**src/rtl/sim_run_ctrl_if.sv**
```systemverilog
// rtl/sim_run_ctrl_if.sv - dump stream port of the run controller
interface sim_run_ctrl_if #(
  parameter int XLEN = 32
) ();
  logic            dump_valid;
  logic            dump_ready;
  logic [XLEN-1:0] dump_data;
  logic            dump_last;

  modport master (output dump_valid, output dump_data, output dump_last, input dump_ready);
  modport slave  (input dump_valid, input dump_data, input dump_last, output dump_ready);
endinterface

```
**src/rtl/sim_run_ctrl.sv**
```systemverilog
// rtl/sim_run_ctrl.sv - core reset sequencing, run timeout, tohost snoop and result dump
module sim_run_ctrl #(
  parameter int          XLEN         = 32,
  parameter int          ADDR_W       = 30,
  parameter int          NREGS        = 32,
  parameter int          RESET_CYCLES = 10,
  parameter int          MAX_CYCLES   = 100,
  parameter int          CNT_W        = 32,
  parameter [ADDR_W-1:0] TOHOST_ADDR  = 30'h400,
  parameter int          HEADER       = 1,
  localparam int         RA_W         = (NREGS > 1) ? $clog2(NREGS) : 1
) (
  input  logic              clk,
  input  logic              rst_n,
  output logic              cpu_rst,
  output logic              cpu_halt,
  input  logic [ADDR_W-1:0] mem_addr,
  input  logic              mem_write,
  input  logic [XLEN-1:0]   mem_write_data,
  output logic [RA_W-1:0]   rf_rd_addr,
  input  logic [XLEN-1:0]   rf_rd_data,
  sim_run_ctrl_if.master    dump,
  output logic              done,
  output logic [1:0]        status,
  output logic [CNT_W-1:0]  cycle_count
);

  localparam int HOFF  = (HEADER != 0) ? 2 : 0;
  localparam int NW    = HOFF + NREGS;
  localparam int IDX_W = $clog2(NW + 1);
  localparam int RC_W  = $clog2(RESET_CYCLES + 1);

  localparam logic [1:0] ST_PASS    = 2'd1;
  localparam logic [1:0] ST_FAIL    = 2'd2;
  localparam logic [1:0] ST_TIMEOUT = 2'd3;

  typedef enum logic [1:0] {S_RST_HOLD, S_RUN, S_DUMP, S_DONE} state_t;

  state_t           state_q, state_d;
  logic [RC_W-1:0]  rst_cnt;
  logic             p_valid;
  logic [IDX_W-1:0] p_idx;
  logic [XLEN-1:0]  cnt_word;
  logic [XLEN-1:0]  word;

  logic hold_done, halt_store, timeout, out_free, xfer_last;

  assign hold_done  = (rst_cnt == RC_W'(RESET_CYCLES - 1));
  assign halt_store = mem_write && (mem_addr == TOHOST_ADDR);
  assign timeout    = (cycle_count == CNT_W'(MAX_CYCLES));
  assign out_free   = !dump.dump_valid || dump.dump_ready;
  assign xfer_last  = dump.dump_valid && dump.dump_ready && dump.dump_last;

  generate
    if (CNT_W >= XLEN) begin : g_cnt_trunc
      assign cnt_word = cycle_count[XLEN-1:0];
    end else begin : g_cnt_ext
      assign cnt_word = {{(XLEN-CNT_W){1'b0}}, cycle_count};
    end
  endgenerate

  // Header slots bypass the regfile; register slots take the read issued last cycle.
  always_comb begin
    word = rf_rd_data;
    if (HEADER != 0 && p_idx == IDX_W'(0)) word = {{(XLEN-2){1'b0}}, status};
    else if (HEADER != 0 && p_idx == IDX_W'(1)) word = cnt_word;
  end

  always_ff @(posedge clk) begin
    if (!rst_n) state_q <= S_RST_HOLD;
    else        state_q <= state_d;
  end

  always_comb begin
    state_d = state_q;
    case (state_q)
      S_RST_HOLD: if (hold_done) state_d = S_RUN;
      S_RUN:      if (halt_store || timeout) state_d = S_DUMP;
      S_DUMP:     if (xfer_last) state_d = S_DONE;
      default:    state_d = state_q;
    endcase
  end

  always_ff @(posedge clk) begin
    if (!rst_n) begin
      cpu_rst         <= 1'b1;
      cpu_halt        <= 1'b0;
      rf_rd_addr      <= '0;
      dump.dump_valid <= 1'b0;
      dump.dump_data  <= '0;
      dump.dump_last  <= 1'b0;
      done            <= 1'b0;
      status          <= 2'd0;
      cycle_count     <= '0;
      rst_cnt         <= '0;
      p_valid         <= 1'b0;
      p_idx           <= '0;
    end else begin
      case (state_q)
        S_RST_HOLD: begin
          if (hold_done) cpu_rst <= 1'b0;
          else           rst_cnt <= rst_cnt + RC_W'(1);
        end
        S_RUN: begin
          // A halt store in the timeout cycle still reports PASS/FAIL.
          if (halt_store || timeout) begin
            if (halt_store) status <= (mem_write_data == XLEN'(1)) ? ST_PASS : ST_FAIL;
            else            status <= ST_TIMEOUT;
            cpu_halt   <= 1'b1;
            p_valid    <= 1'b1;
            p_idx      <= '0;
            rf_rd_addr <= '0;
          end else begin
            cycle_count <= cycle_count + CNT_W'(1);
          end
        end
        S_DUMP: begin
          if (out_free) begin
            dump.dump_valid <= p_valid;
            dump.dump_last  <= p_valid && (p_idx == IDX_W'(NW - 1));
            if (p_valid) begin
              dump.dump_data <= word;
              if (p_idx == IDX_W'(NW - 1)) begin
                p_valid <= 1'b0;
              end else begin
                p_idx <= p_idx + IDX_W'(1);
                if (p_idx >= IDX_W'(HOFF)) rf_rd_addr <= rf_rd_addr + RA_W'(1);
              end
            end
          end
          if (xfer_last) done <= 1'b1;
        end
        default: ;
      endcase
    end
  end

endmodule
```
**src/flat_wrapper.sv**
```systemverilog
// flat-port wrapper written by rule: the top's interface ports become plain ports
module sim_run_ctrl_flat 
#(
  parameter int          XLEN         = 32,
  parameter int          ADDR_W       = 30,
  parameter int          NREGS        = 32,
  parameter int          RESET_CYCLES = 10,
  parameter int          MAX_CYCLES   = 100,
  parameter int          CNT_W        = 32,
  parameter [ADDR_W-1:0] TOHOST_ADDR  = 30'h400,
  parameter int          HEADER       = 1,
  localparam int         RA_W         = (NREGS > 1) ? $clog2(NREGS) : 1
)
  (clk, rst_n, cpu_rst, cpu_halt, mem_addr, mem_write, mem_write_data, rf_rd_addr, rf_rd_data, done, status, cycle_count, dump_dump_valid, dump_dump_data, dump_dump_last, dump_dump_ready);
  sim_run_ctrl_if #(.XLEN(XLEN)) dump_i ();
  input  logic clk;
  input  logic rst_n;
  output logic cpu_rst;
  output logic cpu_halt;
  input  logic [ADDR_W-1:0] mem_addr;
  input  logic mem_write;
  input  logic [XLEN-1:0] mem_write_data;
  output logic [RA_W-1:0] rf_rd_addr;
  input  logic [XLEN-1:0] rf_rd_data;
  output logic done;
  output logic [1:0] status;
  output logic [CNT_W-1:0] cycle_count;
  output wire logic [$bits(dump_i.dump_valid)-1:0] dump_dump_valid;
  output wire logic [$bits(dump_i.dump_data)-1:0] dump_dump_data;
  output wire logic [$bits(dump_i.dump_last)-1:0] dump_dump_last;
  input wire logic [$bits(dump_i.dump_ready)-1:0] dump_dump_ready;
  assign dump_dump_valid = dump_i.dump_valid;
  assign dump_dump_data = dump_i.dump_data;
  assign dump_dump_last = dump_i.dump_last;
  assign dump_i.dump_ready = dump_dump_ready;
  sim_run_ctrl #(.XLEN(XLEN), .ADDR_W(ADDR_W), .NREGS(NREGS), .RESET_CYCLES(RESET_CYCLES), .MAX_CYCLES(MAX_CYCLES), .CNT_W(CNT_W), .TOHOST_ADDR(TOHOST_ADDR), .HEADER(HEADER)) u_core (.clk(clk), .rst_n(rst_n), .cpu_rst(cpu_rst), .cpu_halt(cpu_halt), .mem_addr(mem_addr), .mem_write(mem_write), .mem_write_data(mem_write_data), .rf_rd_addr(rf_rd_addr), .rf_rd_data(rf_rd_data), .dump(dump_i), .done(done), .status(status), .cycle_count(cycle_count));
endmodule
```
**config.mk**
```make
export PLATFORM = sky130hd
export DESIGN_NAME = sim_run_ctrl_flat
export DESIGN_NICKNAME = d
export VERILOG_FILES = /design/src/rtl/sim_run_ctrl_if.sv /design/src/rtl/sim_run_ctrl.sv /design/src/flat_wrapper.sv
export SDC_FILE = /design/constraint.sdc
export NUM_CORES = 1
export LEC_CHECK = 0
export CAP_MARGIN = 20
export CORE_MARGIN = 3
export CORE_UTILIZATION = 35
export CTS_CLUSTER_SIZE = 8
export DETAILED_ROUTE_END_ITERATION = 10
export PLACE_DENSITY_LB_ADDON = 0.3
export SLEW_MARGIN = 10
export SYNTH_ARGS = -nofsm -noshare
export SYNTH_HDL_FRONTEND = slang
export SYNTH_SLANG_ARGS = --single-unit
```
**constraint.sdc**
```tcl
create_clock -name clk -period 2.6 [get_ports clk]
set_input_delay 0.52 -clock clk [delete_from_list [all_inputs] [get_ports clk]]
set_output_delay 0.52 -clock clk [all_outputs]
set_load 0.005 [all_outputs]
```
# Yosys cells after proc, flatten, opt, wreduce, memory -nomap -nowiden
# Cells that the tools add are included.
# classes
n_addsub	4
order_cmp	1
eq_ne	15
muxes	24
bitwise	2
n_reduce_logical	22
# ops
operator	n
$mux 32	2
$add 32x1->32 const B	1
$eq 32x1->1 const B	1
$eq 32x7->1 const B	1
$eq 30x11->1 const B	1
$mux 5	5
$mux 6	4
$ne 2x1->1 const B	6
$pmux 6 s2	1
$reduce_and 2->1	6
$mux 2	5
$pmux 5 s2	1
$add 6x1->6 const B	1
$eq 6x1->1 const B	1
$eq 6x6->1 const B	1
$ge 6x2->1 const B	1
$logic_not 6->1	1
$pmux 2 s3	1
$reduce_and 3->1	2
$reduce_and 6->1	1
$add 5x1->5 const B	1
$reduce_and 5->1	1
$add 4x1->4 const B	1
$eq 4x4->1 const B	1
13 further kinds	21
# totals
register_bits	89
elab_cells	81

# Longest topological paths before layout
# depth
depth_word	6
depth_mapped	9
ltp_nobuf	7

# Worst setup path after synthesis
# OpenSTA, ideal clock, no wires.
# synth_timing
kind	input to register
start	in mem_addr[1]
end	reg u_core.p_idx[4]
setup_time_ns	0.117
arrival_time_ns	1.920
required_ns	2.483
slack_ns	0.563
stages	7
n_path_buf	2
path_cell_list	nor4b_1 > nand4_1 > o221ai_4 > buf_6 > buf_6 > nand3_1 > a32o_1
# synth_between
elab_chain_len	5
# synth_lines
element	line_no	rtl
from (decl)	flat_wrapper.sv:20	input logic [ADDR_W-1:0] mem_addr;
$eq 30x11->1	sim_run_ctrl.sv:49	assign halt_store = mem_write && (mem_addr == TOHOST_ADDR);
$logic_and 1x1->1	sim_run_ctrl.sv:49	
$logic_or 1x1->1	sim_run_ctrl.sv:106	if (halt_store || timeout) begin
$ne 2x1->1 (no line)	-	
$reduce_and 5->1 (no line)	-	
to (signal assigned)	sim_run_ctrl.sv:126	p_idx <= p_idx + IDX_W'(1);
to (decl)	sim_run_ctrl.sv:42	logic [IDX_W-1:0] p_idx;
# Every way passes these cells.
# A chain may end at the register's enable or synchronous reset.

# Worst setup path in the final report
# layout_timing
start	reg u_core.cycle_count[0]
end	reg u_core.cycle_count[11]
# layout_between
elab_chain_len	4
word_cells_on_any_way	5
# layout_lines
element	line_no	rtl
from (decl)	sim_run_ctrl.sv:25	output logic [CNT_W-1:0] cycle_count
from (signal assigned)	sim_run_ctrl.sv:114	cycle_count <= cycle_count + CNT_W'(1);
branches (longest 4 deep; another with $add 32x1->32)	-	
# Several ways; the timed one is not identified.

==> flow_summary.toml <==
[worst_setup_path]
cpPeakStageDelay_ns = 0.52
crit_required_ns = 2.87
path_max_fanout = 54
cp.depth = 8
crit_buf_inv = 2
critical_path.cell_chain = "inv_1, ha_1, nor4b_1, nand4_1, o221ai_4, buf_12, or4_1, a21oi_1"
cp-end-kind = "register"
cp-startpoint = "u_core.cycle_count[0]"
crit_family = "simple AND/OR/NAND/NOR gates"
startpoint_type = "register"
arrival_ns = 2.52
cp_slowest_cell = "or4_1"
reg2reg_depth = 8
r2r-start = "u_core.cycle_count[0]"
crit_type = "reg -> reg"

[clock_network]
hold_buffers = 0
cts_setup_buffers = 0
clock_path_buffers = 2
clock_latency_ns = 0.34
cts_resized = 0
cts_buffers = 9
root_buffer = "clkbuf_16"
clk_pin_slew_ns = 0.06
cts_tree = "yes"
cts_max_level = 3
cts_sinks = 89

[die]
core_sq_um = 13300
start_util = 0.360
die_w_um = 123
core.rowCount = 42
design.die.area_sq_um = 15200
die_y_um = 123
io_pins = 174

[synth]
synth_common_cells = "89 x dfxtp_1, 48 x nor2_1, 45 x nand2_1"
synth_edf_count = 0
synth-seq-cells = 89
synthTopCellsByArea = "dfxtp_1 37%, mux2_2 7.0%, a22oi_1 4.8%"
ys.flop_type = "dfxtp_1"
synth_area_per_cell_sq_um = 8.84
ys_types = 59
synth_cells = 544
yosysWarnings = 0
yosys.area.top_type_share = 0.370
yosysSeqAreaShare = 0.370
yosysMostFrequentCell = "dfxtp_1"
netlist_area_sq_um = 4810
yosysTopAreaCell = "dfxtp_1"
synthArstFlopShare = 0
synth_nets = 655

[power]
p_seq_frac = 0.431
p_per_area_nw_per_um2 = 475
switching_share = 0.263
leakagePower_uw = 0.00240
p_switching_uw = 879
ir_drop_v = 0.000429
combPwrFrac = 0.181
p_int_uw = 2470
p_clk_frac = 0.388

[detailed_routing]
routed_wl_um = 15200
drt_first_pass_iters = 5
drc_errors = 0
vias = 4996
dr.first_iter.drc_count = 344
wire_per_inst_um = 17.0
antenna_left = 0
viasPerCell = 5.61

[global_routing]
grt_pass1_wl_um = 24000
grt_max_degree = 55
antenna_found_initial = 0
overflow = 0
grt_pass1_vias = 4830
grt_util_all_layers = 0.198

[sta]
setup_viol = 0
drv_slew = 0
tightest_slew_ns = 0.876
finClkSkew_ns = 0.00681
relSlewSlack = 0.415
final_hold_viol_count = 0
fmax_mhz = 443
min_period_over_period = 0.869
min_period_ns = 2.26
rsz0062_at_grt = "false"
tns_ns = 0

[run]
drv_cap = 0

[hold_path]
min_path_cells = 2
hp-class = "reg -> reg"
hold_path.startpoint = "u_core.cpu_rst"

[run_status]
outcome = "completed"

[final_layout]
areaGrowthSynthToFinish_pct = 46.5
num_antenna_cells = 0
final_nets = 820
drive_gt1_frac = 0.123
fin_util = 0.528

[place]
hpwl_um = 11100
port_buffers = 173
gp_congestion = 0.920
## area by class of cell
| class | count | area (sq um) |
|---|---|---|
| repair buffers | 189 | 1890 |
| clock buffers | 11 | 243 |
| fillers | 1239 | 6300 |
| clock inverters | 5 | 55.1 |
| well taps | 176 | 220 |
| multi-input cells | 403 | 2790 |
| flip-flops and latches | 89 | 1780 |
| inverters | 17 | 63.8 |
## state kept, by name, indices dropped and copies added, names as in the netlist
register	count
u_core.cycle_count	32
u_core.dump.dump_data	32
u_core.p_idx	6
u_core.rf_rd_addr	5
u_core.rst_cnt	4
u_core.state_q	2
u_core.status	2
u_core.cpu_halt	1
u_core.cpu_rst	1
u_core.done	1
u_core.dump.dump_last	1
u_core.dump.dump_valid	1
u_core.p_valid	1
## layout by cell type (no fill, tap or decap), types with 15 or more instances in the layout
| cell | Yosys | routed |
|---|---|---|
| inv_1 | 17 | 16 |
| a21oi_1 | 25 | 24 |
| a22oi_1 | 31 | 31 |
| nand3_1 | 17 | 17 |
| nor4_1 | 20 | 20 |
| nand4_1 | 19 | 19 |
| mux2_2 | 30 | 30 |
| nand2_1 | 45 | 45 |
| o21ai_0 | 15 | 15 |
| clkdlybuf4s50_1 | 0 | 173 |
| nor2_1 | 48 | 48 |
| o31ai_1 | 17 | 17 |
| dfxtp_1 | 89 | 89 |
## tightest hold or removal path, stage by stage, from the launching register on
cell,delay [ns]
dfxtp_1,0.31
o31ai_1,0.06
nand2_1,0.05
## power by group through the flow
stage / Sequential [uW] / Clock [uW] / Combinational, uW
global placement: 1470 / 0 / 582
detailed placement: 1470 / 0 / 604
finish: 1440 / 1300 / 605
global route: 1450 / 1380 / 672
floorplan: 1450 / 0 / 375
CTS: 1440 / 1340 / 608
## final timing paths
path | to | slack, ns
worst max-delay path | u_core.cycle_count[11] | 0.34
worst min-delay path | u_core.cpu_rst | 0.46
worst max register to register | u_core.cycle_count[11] | 0.34
worst min register to register | u_core.cpu_rst | 0.46
## logic make-up after synthesis
logic type	synth area share
buf+inv	0.0494
mux	0.0931
fa+ha+maj	0.0338
xor+xnor	0.00546
simple gates	0.275
compound gates	0.172
flops	0.370
## stage by stage
stage	hold WS (ns)	total power (uW)	worst slack, ns	std cells	instance area [sq um]
after floorplan	0.451	1830	0.563	544	4810
after global placement	0.452	2050	0.0642	874	6750
after detailed placement	0.460	2080	0.0697	874	6750
after CTS	0.470	3390	0.354	890	7050
after global routing	0.492	3500	0.185	890	7050
final	0.461	3350	0.341	890	7050
## layer usage
layer	GRT usage	vias to the layer above	share of wire
li1	-	2387	-
met1	0.234	2395	0.40
met2	0.343	195	0.49
met3	0.0663	19	0.095
met4	0.0554	0	0.017
met5	0	-	0
Power figures use the tool's default switching activity.
